File: src/rtl/rc4_phase_sequencer_pkg.sv
// Shared types and constants for the RC4 key-search phase sequencer.
// The sequencer states and the S-RAM ownership groups live here.
package rc4_pkg;

   localparam int          KEY_W_DEF   = 24;
   localparam int          ADDR_W_DEF  = 8;
   localparam logic [23:0] KEY_MAX_DEF = 24'h3FFFFF;

   typedef enum logic [7:0] {
      IDLE      = 8'd0,
      INIT_GO   = 8'd1,
      INIT_WAIT = 8'd2,
      INIT_ACK  = 8'd3,
      SHA_GO    = 8'd4,
      SHA_WAIT  = 8'd5,
      SHA_ACK   = 8'd6,
      SHB_GO    = 8'd7,
      SHB_WAIT  = 8'd8,
      SHB_ACK   = 8'd9,
      NEXT_KEY  = 8'd10,
      FOUND     = 8'd11,
      EXHAUST   = 8'd12
   } seq_state_t;

   typedef enum logic [1:0] {
      NONE = 2'd0,
      INIT = 2'd1,
      SHA  = 2'd2,
      SHB  = 2'd3
   } sram_owner_t;

   // The RAM belongs to a phase for its whole GO/WAIT/ACK window, so a
   // phase may still finish its last write while its ack is in flight.
   function automatic sram_owner_t owner_of(input seq_state_t s);
      sram_owner_t o;
      case (s)
         INIT_GO, INIT_WAIT, INIT_ACK: o = INIT;
         SHA_GO, SHA_WAIT, SHA_ACK:    o = SHA;
         SHB_GO, SHB_WAIT, SHB_ACK:    o = SHB;
         default:                      o = NONE;
      endcase
      return o;
   endfunction

endpackage

File: src/rtl/rc4_phase_sequencer_s_ram_mux.sv
// Combinational 3:1 S-RAM port mux; selection comes only from the owner code,
// so an idle controller presents an all-zero, write-disabled port.
module s_ram_mux
   import rc4_pkg::*;
#(
   parameter int ADDR_W = ADDR_W_DEF
) (
   input  sram_owner_t       owner_i,
   input  logic [ADDR_W-1:0] addr_init_i,
   input  logic [ADDR_W-1:0] addr_a_i,
   input  logic [ADDR_W-1:0] addr_b_i,
   input  logic [7:0]        data_init_i,
   input  logic [7:0]        data_a_i,
   input  logic [7:0]        data_b_i,
   input  logic              wren_init_i,
   input  logic              wren_a_i,
   input  logic              wren_b_i,
   output logic [ADDR_W-1:0] addr_o,
   output logic [7:0]        data_o,
   output logic              wren_o
);

   always_comb begin
      addr_o = '0;
      data_o = '0;
      wren_o = 1'b0;
      case (owner_i)
         INIT: begin
            addr_o = addr_init_i;
            data_o = data_init_i;
            wren_o = wren_init_i;
         end
         SHA: begin
            addr_o = addr_a_i;
            data_o = data_a_i;
            wren_o = wren_a_i;
         end
         SHB: begin
            addr_o = addr_b_i;
            data_o = data_b_i;
            wren_o = wren_b_i;
         end
         default: begin
            addr_o = '0;
            data_o = '0;
            wren_o = 1'b0;
         end
      endcase
   end

endmodule

File: src/rtl/rc4_phase_sequencer.sv
// Top-level RC4 key-search controller: runs S-init, Shuffle A and Shuffle B
// per candidate key, owns the S-RAM port and steps keys until a match.
module rc4_phase_sequencer
   import rc4_pkg::*;
#(
   parameter int                KEY_W   = KEY_W_DEF,
   parameter logic [KEY_W-1:0]  KEY_MAX = KEY_MAX_DEF,
   parameter int                ADDR_W  = ADDR_W_DEF
) (
   input  logic              clk,
   input  logic              rst,
   input  logic              start,
   input  logic              abort,
   output logic              init_start,
   output logic              shufA_start,
   output logic              shufB_start,
   input  logic              init_finish,
   input  logic              shufA_finish,
   input  logic              shufB_finish,
   output logic              init_ack,
   output logic              shufA_ack,
   output logic              shufB_ack,
   input  logic              msg_ok,
   input  logic [ADDR_W-1:0] addr_init,
   input  logic [ADDR_W-1:0] addr_A,
   input  logic [ADDR_W-1:0] addr_B,
   input  logic [7:0]        data_init,
   input  logic [7:0]        data_A,
   input  logic [7:0]        data_B,
   input  logic              wren_init,
   input  logic              wren_A,
   input  logic              wren_B,
   output logic [ADDR_W-1:0] Address_S,
   output logic [7:0]        data_S,
   output logic              wren_S,
   output logic [KEY_W-1:0]  secret_key,
   output logic              busy,
   output logic              found,
   output logic              exhausted,
   output logic [7:0]        states
);

   localparam logic [KEY_W-1:0] KEY_ONE = {{(KEY_W-1){1'b0}}, 1'b1};

   seq_state_t       state_q, state_d;
   logic [KEY_W-1:0] key_q, key_d;
   logic             msg_ok_q, msg_ok_d;
   logic             init_start_q, shufA_start_q, shufB_start_q;
   logic             init_ack_q, shufA_ack_q, shufB_ack_q;
   logic             busy_q, found_q, exhausted_q;

   // Abort wins over everything; the exhaust test runs before any increment
   // so the key never wraps past KEY_MAX.
   always_comb begin
      state_d  = state_q;
      key_d    = key_q;
      msg_ok_d = msg_ok_q;
      if (abort) begin
         state_d = IDLE;
      end else begin
         case (state_q)
            IDLE, FOUND, EXHAUST: begin
               if (start) begin
                  state_d = INIT_GO;
                  key_d   = '0;
               end
            end
            INIT_GO:   state_d = INIT_WAIT;
            INIT_WAIT: if (init_finish) state_d = INIT_ACK;
            INIT_ACK:  state_d = SHA_GO;
            SHA_GO:    state_d = SHA_WAIT;
            SHA_WAIT:  if (shufA_finish) state_d = SHA_ACK;
            SHA_ACK:   state_d = SHB_GO;
            SHB_GO:    state_d = SHB_WAIT;
            SHB_WAIT: begin
               if (shufB_finish) begin
                  msg_ok_d = msg_ok;
                  state_d  = SHB_ACK;
               end
            end
            SHB_ACK: begin
               if (msg_ok_q)            state_d = FOUND;
               else if (key_q == KEY_MAX) state_d = EXHAUST;
               else                     state_d = NEXT_KEY;
            end
            NEXT_KEY: begin
               key_d   = key_q + KEY_ONE;
               state_d = INIT_GO;
            end
            default:   state_d = IDLE;
         endcase
      end
   end

   // Handshake and status outputs are registered from the next state so they
   // line up exactly with the state they describe.
   always_ff @(posedge clk or negedge rst) begin
      if (!rst) begin
         state_q       <= IDLE;
         key_q         <= '0;
         msg_ok_q      <= 1'b0;
         init_start_q  <= 1'b0;
         shufA_start_q <= 1'b0;
         shufB_start_q <= 1'b0;
         init_ack_q    <= 1'b0;
         shufA_ack_q   <= 1'b0;
         shufB_ack_q   <= 1'b0;
         busy_q        <= 1'b0;
         found_q       <= 1'b0;
         exhausted_q   <= 1'b0;
      end else begin
         state_q       <= state_d;
         key_q         <= key_d;
         msg_ok_q      <= msg_ok_d;
         init_start_q  <= (state_d == INIT_GO);
         shufA_start_q <= (state_d == SHA_GO);
         shufB_start_q <= (state_d == SHB_GO);
         init_ack_q    <= (state_d == INIT_ACK);
         shufA_ack_q   <= (state_d == SHA_ACK);
         shufB_ack_q   <= (state_d == SHB_ACK);
         busy_q        <= !(state_d inside {IDLE, FOUND, EXHAUST});
         found_q       <= (state_d == FOUND);
         exhausted_q   <= (state_d == EXHAUST);
      end
   end

   s_ram_mux #(
      .ADDR_W (ADDR_W)
   ) u_s_ram_mux (
      .owner_i     (owner_of(state_q)),
      .addr_init_i (addr_init),
      .addr_a_i    (addr_A),
      .addr_b_i    (addr_B),
      .data_init_i (data_init),
      .data_a_i    (data_A),
      .data_b_i    (data_B),
      .wren_init_i (wren_init),
      .wren_a_i    (wren_A),
      .wren_b_i    (wren_B),
      .addr_o      (Address_S),
      .data_o      (data_S),
      .wren_o      (wren_S)
   );

   assign init_start  = init_start_q;
   assign shufA_start = shufA_start_q;
   assign shufB_start = shufB_start_q;
   assign init_ack    = init_ack_q;
   assign shufA_ack   = shufA_ack_q;
   assign shufB_ack   = shufB_ack_q;
   assign secret_key  = key_q;
   assign busy        = busy_q;
   assign found       = found_q;
   assign exhausted   = exhausted_q;
   assign states      = state_q;

endmodule
File: config.mk
export PLATFORM = sky130hd
export DESIGN_NAME = rc4_phase_sequencer
export DESIGN_NICKNAME = d
export VERILOG_FILES = /design/src/rtl/rc4_phase_sequencer_pkg.sv /design/src/rtl/rc4_phase_sequencer_s_ram_mux.sv /design/src/rtl/rc4_phase_sequencer.sv
export SDC_FILE = /design/constraint.sdc
export NUM_CORES = 1
export LEC_CHECK = 0
export BUFFER_PORTS_ARGS = -buffer_cell sky130_fd_sc_hd__buf_2
export CAP_MARGIN = 10
export CORE_ASPECT_RATIO = 1.4
export CORE_MARGIN = 2
export CORE_UTILIZATION = 48
export DETAILED_ROUTE_END_ITERATION = 6
export HOLD_SLACK_MARGIN = 0.02
export PLACE_DENSITY = 0.83
export RECOVER_POWER = 100
export SLEW_MARGIN = 20
export SYNTH_ARGS = -nofsm -noshare
export SYNTH_HDL_FRONTEND = slang
export SYNTH_SLANG_ARGS = --single-unit
File: constraint.sdc
create_clock -name clk -period 2.8 [get_ports clk]
set_clock_uncertainty 0.05 [all_clocks]
set_input_delay 0.42 -clock clk [delete_from_list [all_inputs] [get_ports clk]]
set_output_delay 0.42 -clock clk [all_outputs]
set_load 0.01 [all_outputs]
## Word-level counts from Yosys, hierarchy flattened

Memories as Yosys holds them, arrays and structs flattened.
Cells that the tools add are included.

- Bits in read-only memories: 32
- Output and inout port bits: 58
- Input bits: 59
- Memories kept: 1
- Register bits: 42
- Word-level logic and storage cells: 63

- Bitwise logic cells: 1
- Add/sub/neg operators: 1
- Equal/unequal tests: 25
- Mux-type cells: 14
- Reductions and logical operators: 9

Memory list:

| memory | depth | width | rd ports | clocked after memory_dff | wr ports | line | RTL |
|---|---|---|---|---|---|---|---|
| (name not given) | 16 | 2 | 1 | 0 | 0 | rc4_phase_sequencer_pkg.sv:36 | `case (s)` |

Operators by type and width:

| cell | number |
|---|---|
| $pmux 8 s11 | 1 |
| $eq 8x4->1 const B | 8 |
| $eq 8x3->1 const B | 7 |
| $pmux 24 s2 | 1 |
| $pmux 8 s3 | 2 |
| $mux 8 | 5 |
| $add 24x1->24 const B | 1 |
| $eq 24x22->1 const B | 1 |
| $eq 8x2->1 const B | 3 |
| $mux 24 | 1 |
| $eq 8x1->1 const B | 2 |
| $logic_not 8->1 | 2 |
| $mux 3 | 2 |
| $reduce_and 3->1 | 2 |
| $eq 2x2->1 const B | 2 |
| $logic_not 4->1 | 1 |
| $pmux 1 s3 | 1 |
| $reduce_bool 3->1 | 1 |
| $reduce_or 3->1 | 1 |
| $eq 2x1->1 const B | 1 |
| $mux 2 | 1 |
| $ne 2x2->1 const B | 1 |
| $reduce_bool 2->1 | 1 |
| $logic_not 1->1 | 1 |
| $not 1->1 | 1 |

## Logic depth before layout (Yosys ltp)

Gate-level depths: netlist of the first run.

- Depth in word-level cells: 8
- Gate-level depth with buffers: 10
- Gate-level depth less buffers: 7

## Modules after synthesis

Synthesis of the first run repeated with hierarchy kept, for this count alone.

- Cell total of the unflattened synthesis: 312
- Area total of the unflattened synthesis: 2,837.7 um^2

By module, submodules not included:

| module | instances | area each (um^2) | cells an instance | seq. area each (um^2) |
|---|---|---|---|---|
| rc4_phase_sequencer | 1 | 2,383.5 | 271 | 1,051.0 |
| s_ram_mux | 1 | 454.2 | 41 | 0.0 |

## Worst setup path before layout of the first run

Ideal clock, no wire load.

- Path kind: register to output
- Start point: register state_q[5], in the netlist states[5]
- End point: output port Address_S[1]
- Path buffers: 2
- Setup slack: 314 ps
- Required time: 2,330 ps
- Stages on the path, launching flop included: 7
- Arrival: 2,016 ps
- Cells stage by stage: dfrtp_1 > or4_4 > buf_6 > nor4_2 > buf_2 > a222oi_1 > inv_1

- Word-level cells in the longest chain between the ends: 4
- Elaborated cells between the ends (all ways): 6
- Classes of those cells: 3 x eq/ne; 2 x mux; 1 x reduce/logical

Ends and longest elaborated chain:

| what | line | RTL |
|---|---|---|
| start, declared | rc4_phase_sequencer.sv:45 | `seq_state_t state_q, state_d;` |
| start signal, assigned | rc4_phase_sequencer.sv:112 | `state_q <= state_d;` |
| $logic_not 4->1 * | rc4_phase_sequencer_pkg.sv:36 |  |
| $mux 2 * | rc4_phase_sequencer_pkg.sv:36 |  |
| $eq 2x2->1 or $eq 2x1->1 (tied branches) | rc4_phase_sequencer_s_ram_mux.sv:27 | `case (owner_i)` |
| $pmux 8 s3 * | rc4_phase_sequencer_s_ram_mux.sv:27 |  |
| end, declared | rc4_phase_sequencer.sv:33 | `output logic [ADDR_W-1:0] Address_S,` |

Mark *: on every way between the ends. The rest lies on a longest branch, timed or not.

## Worst setup path in the final report of the first run

- Start point: register state_q[5], in the netlist states[5]
- End point: output port Address_S[4]

The elaborated chain is that of the path after synthesis.

==> results of run 1 <==
[worst reg2reg max path, cell delays in order, from the launching register on]
cell	delay [ns]
dfrtp_1	0.40
or4_4	0.59
buf_4	0.21
o21ai_0	0.16
a22oi_1	0.14
o211ai_4	0.52
buf_4	0.26
o31ai_1	0.08
o31ai_1	0.08
[flip-flops by register name (all words and copies together) (netlist names)]
name         flops
secret_key      24
states           8
busy             1
exhausted        1
found            1
init_ack         1
init_start       1
msg_ok_q         1
shufA_ack        1
shufA_start      1
shufB_ack        1
shufB_start      1
[where the power goes]
part	internal, mW	switching (mW)
registers	0.611	0.00525
clock network	0.357	0.220
logic	0.0390	0.0443
[per-layer routing]
metal	vias to the layer above	wire, um	global-route usage, %
met5	-	0	0
met4	0	102	6.97
met3	15	565	3.40
met2	150	4540	48.7
met1	1461	3170	29.6
li1	1422	-	-
[metrics by stage]
| stage | utilization (%) | power (mW) |
|---|---|---|
| floorplan | - | 0.647 |
| global placement | 62.1 | 0.710 |
| detailed placement | 62.1 | 0.712 |
| CTS | 64.7 | 1.29 |
| global route | 64.8 | 1.32 |
| finish | 64.8 | 1.28 |
[cells in the final DEF, fill, tap and decap left out, drive strengths merged, types with 4 or more instances in the layout]
master / n
and2: 9
dfrtp: 42
nand2: 16
nor2b: 4
nand2b: 7
and3: 7
nand4: 9
inv: 27
o31ai: 37
a21oi: 9
a222oi: 17
o41ai: 5
or3: 4
clkbuf: 42
nand3: 11
nor2: 22
nor4: 4
nor3: 8
conb: 4
buf: 96
o21ai: 11
[worst max path at each step]
stage	start	end	slack, ns
finish	states[5]	Address_S[4]	0.07
global route	states[5]	Address_S[4]	-0.005
CTS	states[5]	Address_S[4]	0.04
detailed placement	states[5]	Address_S[4]	0.03
global placement	states[5]	data_S[0]	0.12
floorplan	states[5]	Address_S[1]	0.31
[timing repair]
item / in CTS / in global routing
buffers inserted: 0 / 1
hold buffers: 0 / 0
gates resized for setup: 2 / 8
cloned: 0 / 1
pin swaps: 0 / 1
setup endpoints to repair: 17 / 26
[logic make-up (layout without fill, tap and decap cells)]
family,count (synthesis),count (layout)
AOI/OAI and AO/OA,100,100
adders and majority gates,1,1
buffers and inverters,44,168
DFF,42,42
muxes,1,1
other,1,4
and+or+nand+nor,114,114
[layout make-up]
type | count | area [um^2]
Inverter | 27 | 101
Tap cell | 68 | 85.1
Clock inverter | 3 | 68.8
Sequential cell | 42 | 1050
Clock buffer | 5 | 68.8
Timing Repair Buffer | 133 | 676
Fill cell | 518 | 1930
Multi-Input combinational cell | 220 | 1510
==> flow_metrics.env, run 1 <==
export IMPL_synth_largest_type_area_fraction_pct=38.9
export IMPL_via_count=3048
export IMPL_slew_viol_final=43
export IMPL_antenna_found_initial=0
export IMPL_cap_violations=1
export IMPL_start_util_pct=49.2
export IMPL_syn_area_per_cell_um2=8.91
export IMPL_die_width_um=67.4
export IMPL_critical_path_max_stage_delay_ns=0.59
export IMPL_worstPathBufferInverterCount=4
export IMPL_die_y_um=92.7
export IMPL_numPortBuffers=116
export IMPL_reg2reg_from="states[5]"
export IMPL_placedCellCount=488
export IMPL_clock_fmax_mhz=367
export IMPL_power_density_cell_area_nw_per_um2=359
export IMPL_grt_ovfl_total=0
export IMPL_synth_enable_flop_cells=0
export IMPL_core_region_area_um2=5490
export IMPL_synthSimpleGateAreaFrac_pct=24.4
export IMPL_slew_limit_headroom_pct=-51.8
export IMPL_place_gp_congestion=0.935
export IMPL_timing_critical_path_max_delay_family="simple AND/OR/NAND/NOR gates"
export IMPL_worstPathArrival_ns=2.26
export IMPL_critical_path_most_common_cell="buf_4"
export IMPL_setup_violations_final=0
export IMPL_cts_buffers_inserted=5
export IMPL_final_area_um2=3560
export IMPL_final_hold_viol_count=0
export IMPL_final_layout_size_suffix_gt1_share_pct=27.2
export IMPL_ys_types=54
export IMPL_dominant_cell_by_count_in_the_synthesized_netlist="dfrtp_1"
export IMPL_row_count=32
export IMPL_grt_util_all_layers_pct=25.9
export IMPL_post_synth_top_cells="dfrtp_1, o31ai_1, inv_1, nor2_1, a222oi_1"
export IMPL_drtPass1Iterations=7
export IMPL_worst_endpoint_required_ns=2.33
export IMPL_detailedPlacementHpwl_um=6060
export IMPL_placed_area_um2=3400
export IMPL_timing_worst_setup_path_type="reg -> out"
export IMPL_final_cell_count_no_fill=498
export IMPL_critical_path_cell_chain="or4_4, buf_4, nor4_4, buf_4, a222oi_1, inv_1, buf_2"
export IMPL_layout_worst_path_cycle_share_pct=97.4
export IMPL_placement_stage_worst_setup_slack_ns=0.0329
export IMPL_finalCriticalPeriod_ns=2.73
export IMPL_grt_pass1_vias=2777
export IMPL_worst_skew_pair_late_latency_ns=0.30
export IMPL_clock_h_tree_levels=2
export IMPL_cts_root_buffer="clkbuf_8"
export IMPL_synth_compound_gate_area_share_pct=28.7
export IMPL_max_clock_path_buffers=2
export IMPL_cts_tree="built"
export IMPL_detail_route_iter0_violations=180
export IMPL_synth_largest_area_cell="dfrtp_1"
export IMPL_synth_yosys_seq_area_share_pct=38.9
export IMPL_grt_pass1_wl_um=12700
export IMPL_path_depth=7
export IMPL_grt_setup_unrepaired="yes"
export IMPL_run_status="finished, violations left"
export IMPL_synth_area_um2=2700
export IMPL_ir_drop_mv=0.276
export IMPL_holdWs_ns=0.313
export IMPL_avgRoutedWirePerCell_um=16.8
export IMPL_tns_ns=0
export IMPL_routed_via_density=6.12
export IMPL_top_level_ports=117
export IMPL_finalNetCount=489
export IMPL_n_antenna_cell=0
export IMPL_yosysWarningCount=0
export IMPL_synth_adder_area_share_pct=0.464
export IMPL_leakagePower_nw=1.74
export IMPL_clk_pin_slew_worst_paths_ns=0.09
export IMPL_min_delay_worst_endpoint="msg_ok_q"
export IMPL_synth_ff_type="dfrtp_1"
export IMPL_grt_start_max_net_pins=43
export IMPL_die_area_um2=6250
export IMPL_max_slew_worst_pin_slew_ns=2.28
export IMPL_worst_r2r_setup_slack_ns=0.22
export IMPL_hp_start="msg_ok"
export IMPL_ant_nets=0
export IMPL_cp_slowest_cell="or4_4"
export IMPL_timing_hold_worst_path_depth=2
export IMPL_critical_path_peak_fanout=9
export IMPL_cell_count_after_synthesis=303
export IMPL_synthTopCellsByArea="dfrtp_1, o31ai_1, a222oi_1"
export IMPL_muxShareOfSynthArea_pct=0.417
export IMPL_r2r_worst_path_cells=8
export IMPL_start_kind="register"
export IMPL_drt_total_wl_um=8370
export IMPL_synth_xor_area_share_pct=0
export IMPL_worstHoldPathType="in -> reg"
export IMPL_route_detailed_drc=0
export IMPL_clock_sink_count=42
export IMPL_main_combinational_cell_family_by_area_after_synthesis="compound AO/OA/AOI/OAI gates"
export IMPL_cp_end_kind="output pin"
export IMPL_failed_checks="max-capacitance violations, max-slew violations"
export IMPL_synth_async_sr_flop_share_pct=100
export IMPL_worst_r2r_endpoint="secret_key[5]"
export IMPL_postSynthRegisterBits=42
export IMPL_postLayoutSetupSlackWorst_ns=0.0718
export IMPL_flow_area_growth_from_synthesis_pct=31.8
Note: power is estimated with default switching activity, not from simulation.
==> run 2: changes to the inputs <==
--- a/config.mk
+++ b/config.mk
@@ -7,12 +7,12 @@
 export LEC_CHECK = 0
 export BUFFER_PORTS_ARGS = -buffer_cell sky130_fd_sc_hd__buf_2
 export CAP_MARGIN = 10
-export CORE_ASPECT_RATIO = 1.4
+export CORE_ASPECT_RATIO = 1.25
 export CORE_MARGIN = 2
-export CORE_UTILIZATION = 48
+export CORE_UTILIZATION = 52
 export DETAILED_ROUTE_END_ITERATION = 6
 export HOLD_SLACK_MARGIN = 0.02
-export PLACE_DENSITY = 0.83
+export PLACE_DENSITY = 0.88
 export RECOVER_POWER = 100
 export SLEW_MARGIN = 20
 export SYNTH_ARGS = -nofsm -noshare
==> constraint.sdc (replaced) <==
create_clock -name clk -period 3.43 [get_ports clk]
set_clock_uncertainty 0.05 [all_clocks]
set_input_delay 0.5145 -clock clk [delete_from_list [all_inputs] [get_ports clk]]
set_output_delay 0.5145 -clock clk [all_outputs]
set_load 0.01 [all_outputs]
==> flow_metrics.env, run 2 (same netlist as run 1, synthesis figures left out) <==
export IMPL_grt_pass1_wl_um=12100
export IMPL_cts_root_buffer="clkbuf_8"
export IMPL_grt_setup_unrepaired="no"
export IMPL_failed_checks="max-capacitance violations, max-slew violations"
export IMPL_start_util_pct=53.5
export IMPL_avgRoutedWirePerCell_um=16.5
export IMPL_dr_max_layer_used="met4"
export IMPL_nFillCells=430
export IMPL_met3RoutedLength_um=691
export IMPL_post_cts_repair_setup_buffers=0
export IMPL_placement_stage_worst_setup_slack_ns=0.512
export IMPL_start_kind="register"
export IMPL_clock_h_tree_levels=2
export IMPL_sequential_cell_area_um2=1050
export IMPL_tns_ns=0
export IMPL_cts_tree="built"
export IMPL_row_count=29
export IMPL_n_antenna_cell=0
export IMPL_routed_via_density=6.25
export IMPL_worstPathArrival_ns=2.63
export IMPL_grt_util_all_layers_pct=27.4
export IMPL_max_clock_path_buffers=2
export IMPL_antenna_found_initial=0
export IMPL_numPortBuffers=116
export IMPL_holdWs_ns=0.422
export IMPL_drtPass1Iterations=7
export IMPL_power_density_cell_area_nw_per_um2=307
export IMPL_grt_start_max_net_pins=43
export IMPL_placedCellCount=475
export IMPL_multi_input_area_um2=1450
export IMPL_final_cell_mix="buf_2, clkbuf_1, dfrtp_1, o31ai_1, inv_1"
export IMPL_comb_power_share_pct=6.3
export IMPL_largest_reg_flops=24
export IMPL_final_layout_size_suffix_gt1_share_pct=20.7
export IMPL_utilization_pct=67.1
export IMPL_timing_worst_setup_path_type="reg -> out"
export IMPL_flow_area_growth_from_synthesis_pct=25.4
export IMPL_worstHoldPathType="in -> reg"
export IMPL_route_detailed_drc=0
export IMPL_ir_drop_mv=0.451
export IMPL_p_seq_share_pct=48.5
export IMPL_detailedPlacementHpwl_um=5790
export IMPL_clock_fmax_mhz=313
export IMPL_run_status="finished, violations left"
export IMPL_grt_pass1_vias=2715
export IMPL_power_frac_clock_pct=45.2
export IMPL_detail_route_iter0_violations=256
export IMPL_route_met2_wl_um=4100
export IMPL_grt_ovfl_total=0
export IMPL_layout_worst_path_cycle_share_pct=93.1
export IMPL_setup_violations_final=0
export IMPL_ant_nets=0
export IMPL_worst_skew_pair_late_latency_ns=0.30
export IMPL_cts_buffers_inserted=5
export IMPL_die_width_um=68.4
export IMPL_routedLengthMet1_um=2920
export IMPL_clk_pin_slew_worst_paths_ns=0.08
export IMPL_die_area_um2=5790
export IMPL_final_area_um2=3380
export IMPL_final_cell_count_no_fill=483
export IMPL_critical_path_peak_fanout=17
export IMPL_cp_end_kind="output pin"
export IMPL_slew_limit_headroom_pct=-46.0
export IMPL_power_net_switching_mw=0.217
export IMPL_core_region_area_um2=5040
export IMPL_finalCriticalPeriod_ns=3.19
export IMPL_mostFrequentLayoutCell="buf_2"
export IMPL_slew_viol_final=43
export IMPL_p_sw_share_pct=20.9
export IMPL_cts_hold_buf=0
export IMPL_totalPowerFinal_mw=1.04
export IMPL_die_y_um=84.5
export IMPL_leakagePower_nw=1.60
export IMPL_finalNetCount=480
export IMPL_via_count=3018
export IMPL_postLayoutSetupSlackWorst_ns=0.238
export IMPL_place_gp_congestion=0.977
export IMPL_cell_internal_pwr_mw=0.821
export IMPL_drt_total_wl_um=7980
export IMPL_worst_endpoint_required_ns=2.87
export IMPL_final_hold_viol_count=0
export IMPL_top_level_ports=117
export IMPL_max_slew_worst_pin_slew_ns=2.19
export IMPL_cap_violations=1
export IMPL_clock_sink_count=42
export IMPL_placed_area_um2=3340
-- run 2: changes by cell type in the layout (fill, tap and decap cells not counted), sizes merged --
cell / change
clkbuf: +23
buf: -32
-- run 2: worst paths after layout --
| kind | startpoint | to | slack [ns] | cells after the start |
|---|---|---|---|---|
| max | states[5] | Address_S[3] | 0.24 | 5 |
| min in group asynchronous | rst | secret_key[13] | 0.80 | 1 |
| max reg2reg | states[0] | secret_key[8] | 0.30 | 8 |
| min reg2reg | secret_key[9] | secret_key[9] | 0.49 | 1 |
| max in group asynchronous | rst | init_start | 1.27 | 1 |
| min | msg_ok | msg_ok_q | 0.42 | 2 |
-- run 2: per-layer routing --
metal,track usage (%),vias up
met1,31.3,1426
met2,47.1,174
met3,5.23,19
met5,0,-
met4,13.5,0
li1,-,1399
-- run 2: power groups by stage --
stage	clock network, mW	logic (mW)	registers [mW]
final	0.469	0.0655	0.503
after global placement	0	0.0664	0.512
after global routing	0.493	0.0730	0.504
after detailed placement	0	0.0674	0.513
after CTS	0.475	0.0675	0.503
after floorplan	0	0.0133	0.514
-- run 2: final cells by class --
type,instances,area share (%)
clock inverters,3,2.03
clock buffers,5,2.03
flip-flops and latches,42,31.1
well taps,62,2.29
repair buffers,124,16.6
inverters,27,3.00
multi-input cells,220,42.9
-- run 2: worst max-delay path, cell delays in order (launching register included) --
cell and delay [ns]:
dfrtp_1 0.40, or4_4 0.64, nor3b_2 0.83, a222oi_1 0.24, inv_1 0.10, clkbuf_2 0.13
-- run 2: timing repair --
| item | 4_1_cts | 5_1_grt |
|---|---|---|
| endpoints found under the setup margin | 0 | 17 |
| gates resized for setup | 0 | 1 |
| endpoints found under the hold margin | 0 | 0 |
==> run 3: changes to the inputs <==
--- a/config.mk
+++ b/config.mk
@@ -5,14 +5,15 @@
 export SDC_FILE = /design/constraint.sdc
 export NUM_CORES = 1
 export LEC_CHECK = 0
+export ABC_AREA = 1
 export BUFFER_PORTS_ARGS = -buffer_cell sky130_fd_sc_hd__buf_2
 export CAP_MARGIN = 10
 export CORE_ASPECT_RATIO = 1.25
 export CORE_MARGIN = 2
-export CORE_UTILIZATION = 52
+export CORE_UTILIZATION = 53
 export DETAILED_ROUTE_END_ITERATION = 6
 export HOLD_SLACK_MARGIN = 0.02
-export PLACE_DENSITY = 0.88
+export PLACE_DENSITY = 0.89
 export RECOVER_POWER = 100
 export SLEW_MARGIN = 20
 export SYNTH_ARGS = -nofsm -noshare
==> flow_metrics.env, run 3 <==
export IMPL_run_status="finished, violations left"
export IMPL_failed_checks="max-capacitance violations, max-slew violations"
export IMPL_largest_reg_flops=24
export IMPL_cts_buffers_inserted=5
export IMPL_clk_pin_slew_worst_paths_ns=0.08
export IMPL_slew_limit_headroom_pct=-45.1
export IMPL_start_util_pct=54.1
export IMPL_placedCellCount=612
export IMPL_placed_area_um2=3490
export IMPL_n_antenna_cell=0
export IMPL_ir_drop_mv=0.278
export IMPL_max_slew_worst_pin_slew_ns=2.18
export IMPL_row_count=30
export IMPL_routed_via_density=5.17
export IMPL_cts_root_buffer="clkbuf_8"
export IMPL_cp_end_kind="register"
export IMPL_worst_skew_pair_late_latency_ns=0.30
export IMPL_clock_fmax_mhz=342
export IMPL_start_kind="register"
export IMPL_r2r_worst_path_cells=10
export IMPL_ant_nets=0
export IMPL_max_clock_path_buffers=2
export IMPL_cap_violations=1
export IMPL_grt_util_all_layers_pct=25.3
export IMPL_layout_worst_path_cycle_share_pct=85.2
export IMPL_synth_largest_type_area_fraction_pct=36.4
export IMPL_mostFrequentLayoutCell="nand2_1"
export IMPL_synthTopCellsByArea="dfrtp_1, nand2_1, nor2_1"
export IMPL_synth_ff_type="dfrtp_1"
export IMPL_post_synth_top_cells="nand2_1, nor2_1, nand3_1, dfrtp_1, inv_1"
export IMPL_synth_area_um2=2880
export IMPL_worst_endpoint_required_ns=3.56
export IMPL_cts_hold_buf=0
export IMPL_reg2reg_from="states[5]"
export IMPL_via_count=3207
export IMPL_critical_path_peak_fanout=27
export IMPL_clock_h_tree_levels=2
export IMPL_power_net_switching_mw=0.307
export IMPL_grt_pass1_vias=2813
export IMPL_cell_internal_pwr_mw=0.798
export IMPL_ys_types=35
export IMPL_grt_pass1_wl_um=12500
export IMPL_grt_start_max_net_pins=43
export IMPL_detailedPlacementHpwl_um=6170
export IMPL_worstPathArrival_ns=3.05
export IMPL_top_level_ports=117
export IMPL_final_cell_mix="nand2_1, nor2_1, buf_2, clkbuf_1, nand3_1"
export IMPL_timing_critical_path_max_delay_family="simple AND/OR/NAND/NOR gates"
export IMPL_drt_total_wl_um=7910
export IMPL_critical_path_cell_chain="nor2_1, nand2_1, inv_1, nand2_1, inv_1, nor2_2, nor2_8, nand2_4, o21ai_0, a21oi_1"
export IMPL_utilization_pct=65.9
export IMPL_synth_largest_area_cell="dfrtp_1"
export IMPL_drtPass1Iterations=5
export IMPL_slew_viol_final=43
export IMPL_power_density_cell_area_nw_per_um2=314
export IMPL_cp_startpoint="states[5]"
export IMPL_path_depth=10
export IMPL_cts_tree="built"
export IMPL_timing_worst_setup_path_type="reg -> reg"
export IMPL_cell_count_after_synthesis=437
export IMPL_postLayoutSetupSlackWorst_ns=0.507
export IMPL_tns_ns=0
export IMPL_postSynthRegisterBits=42
export IMPL_antenna_found_initial=0
export IMPL_clock_sink_count=42
export IMPL_endpoint="secret_key[10]"
export IMPL_worst_r2r_endpoint="secret_key[10]"
export IMPL_worst_r2r_setup_slack_ns=0.51
export IMPL_final_cell_count_no_fill=620
export IMPL_post_cts_repair_setup_buffers=0
export IMPL_finalNetCount=615
export IMPL_worstPathBufferInverterCount=2
export IMPL_power_frac_clock_pct=36.1
export IMPL_leakagePower_nw=1.75
export IMPL_detail_route_iter0_violations=310
export IMPL_final_layout_size_suffix_gt1_share_pct=15.6
export IMPL_p_seq_share_pct=50.5
export IMPL_finalCriticalPeriod_ns=2.92
export IMPL_synth_yosys_seq_area_share_pct=36.4
export IMPL_critical_path_max_stage_delay_ns=0.40
export IMPL_core_region_area_um2=5330
export IMPL_final_area_um2=3510
export IMPL_die_width_um=70.0
export IMPL_final_hold_viol_count=0
export IMPL_numPortBuffers=116
export IMPL_die_y_um=86.5
export IMPL_postCtsResizedCells=0
export IMPL_grt_setup_unrepaired="no"
export IMPL_syn_area_per_cell_um2=6.60
export IMPL_synth_enable_flop_cells=0
export IMPL_placement_stage_worst_setup_slack_ns=0.927
export IMPL_comb_power_share_pct=13.4
export IMPL_place_gp_congestion=0.990
export IMPL_yosysWarningCount=0
export IMPL_synth_async_sr_flop_share_pct=100
export IMPL_dominant_cell_by_count_in_the_synthesized_netlist="nand2_1"
export IMPL_cp_slowest_cell="dfrtp_1"
export IMPL_p_sw_share_pct=27.8
export IMPL_setup_violations_final=0
export IMPL_grt_ovfl_total=0
export IMPL_worstHoldPathType="in -> reg"
export IMPL_avgRoutedWirePerCell_um=12.8
export IMPL_flow_area_growth_from_synthesis_pct=21.9
export IMPL_die_area_um2=6050
export IMPL_route_detailed_drc=0
run 3: changes by cell type after synthesis, sizes merged, moves of 5 or more:
cell	delta
nor3	+5
nand2	+142
and3	-6
inv	+16
a222oi	-17
nor2	+47
clkbuf	-7
nand2b	-7
nand3	+35
o41ai	-5
o31ai	-32
and2	-8
run 3: how the worst min path moves through the flow:
stage                              start        endpoint  slack (ns)  cells past startpoint
after floorplan                      rst            busy        0.17                      0
after global placement    secret_key[21]  secret_key[21]        0.50                      2
after detailed placement   secret_key[2]   secret_key[2]        0.51                      2
after CTS                            rst   secret_key[9]        0.32                      1
after global routing              msg_ok        msg_ok_q        0.39                      3
final                             msg_ok        msg_ok_q        0.37                      3
run 3: logic make-up after synthesis:
| family | synth area share [%] |
|---|---|
| compound gates | 5.68 |
| xor+xnor | 2.13 |
| fa+ha+maj | 0.434 |
| buf+inv | 7.98 |
| flops | 36.4 |
| other cells | 0.130 |
| simple gates | 47.2 |
run 3: per-stage QoR:
step	hold slack, ns	power (mW)
floorplan	0.169	0.633
global placement	0.496	0.717
detailed placement	0.514	0.723
CTS	0.322	1.12
global route	0.388	1.15
finish	0.371	1.11
run 3: power by group through the flow:
| stage | Clock (mW) | Sequential (mW) | Combinational (mW) |
|---|---|---|---|
| global placement | 0 | 0.566 | 0.151 |
| detailed placement | 0 | 0.567 | 0.156 |
| finish | 0.399 | 0.558 | 0.148 |
| floorplan | 0 | 0.573 | 0.0602 |
| global route | 0.425 | 0.563 | 0.166 |
| CTS | 0.405 | 0.557 | 0.157 |
run 3: cell type report:
cell class | instances | area, um^2
Sequential cell | 42 | 1050
Tap cell | 64 | 80.1
Fill cell | 491 | 1820
Inverter | 44 | 168
Clock inverter | 3 | 45.0
Timing Repair Buffer | 116 | 508
Multi-Input combinational cell | 346 | 1590
Clock buffer | 5 | 68.8
run 3: routing by layer:
metal | up-vias | global-route usage [%] | wire (um)
li1 | 1621 | - | -
met1 | 1421 | 33.7 | 3320
met2 | 150 | 43.2 | 3930
met3 | 15 | 4.19 | 543
met4 | 0 | 6.29 | 112
met5 | - | 0 | 0
run 3: worst min-delay path, delay by kind of cell:
family	cells	cell delay [ns]
buffers and inverters	1	0.08
AND/OR/NAND/NOR	1	0.04
AO/OA/AOI/OAI	1	0.06
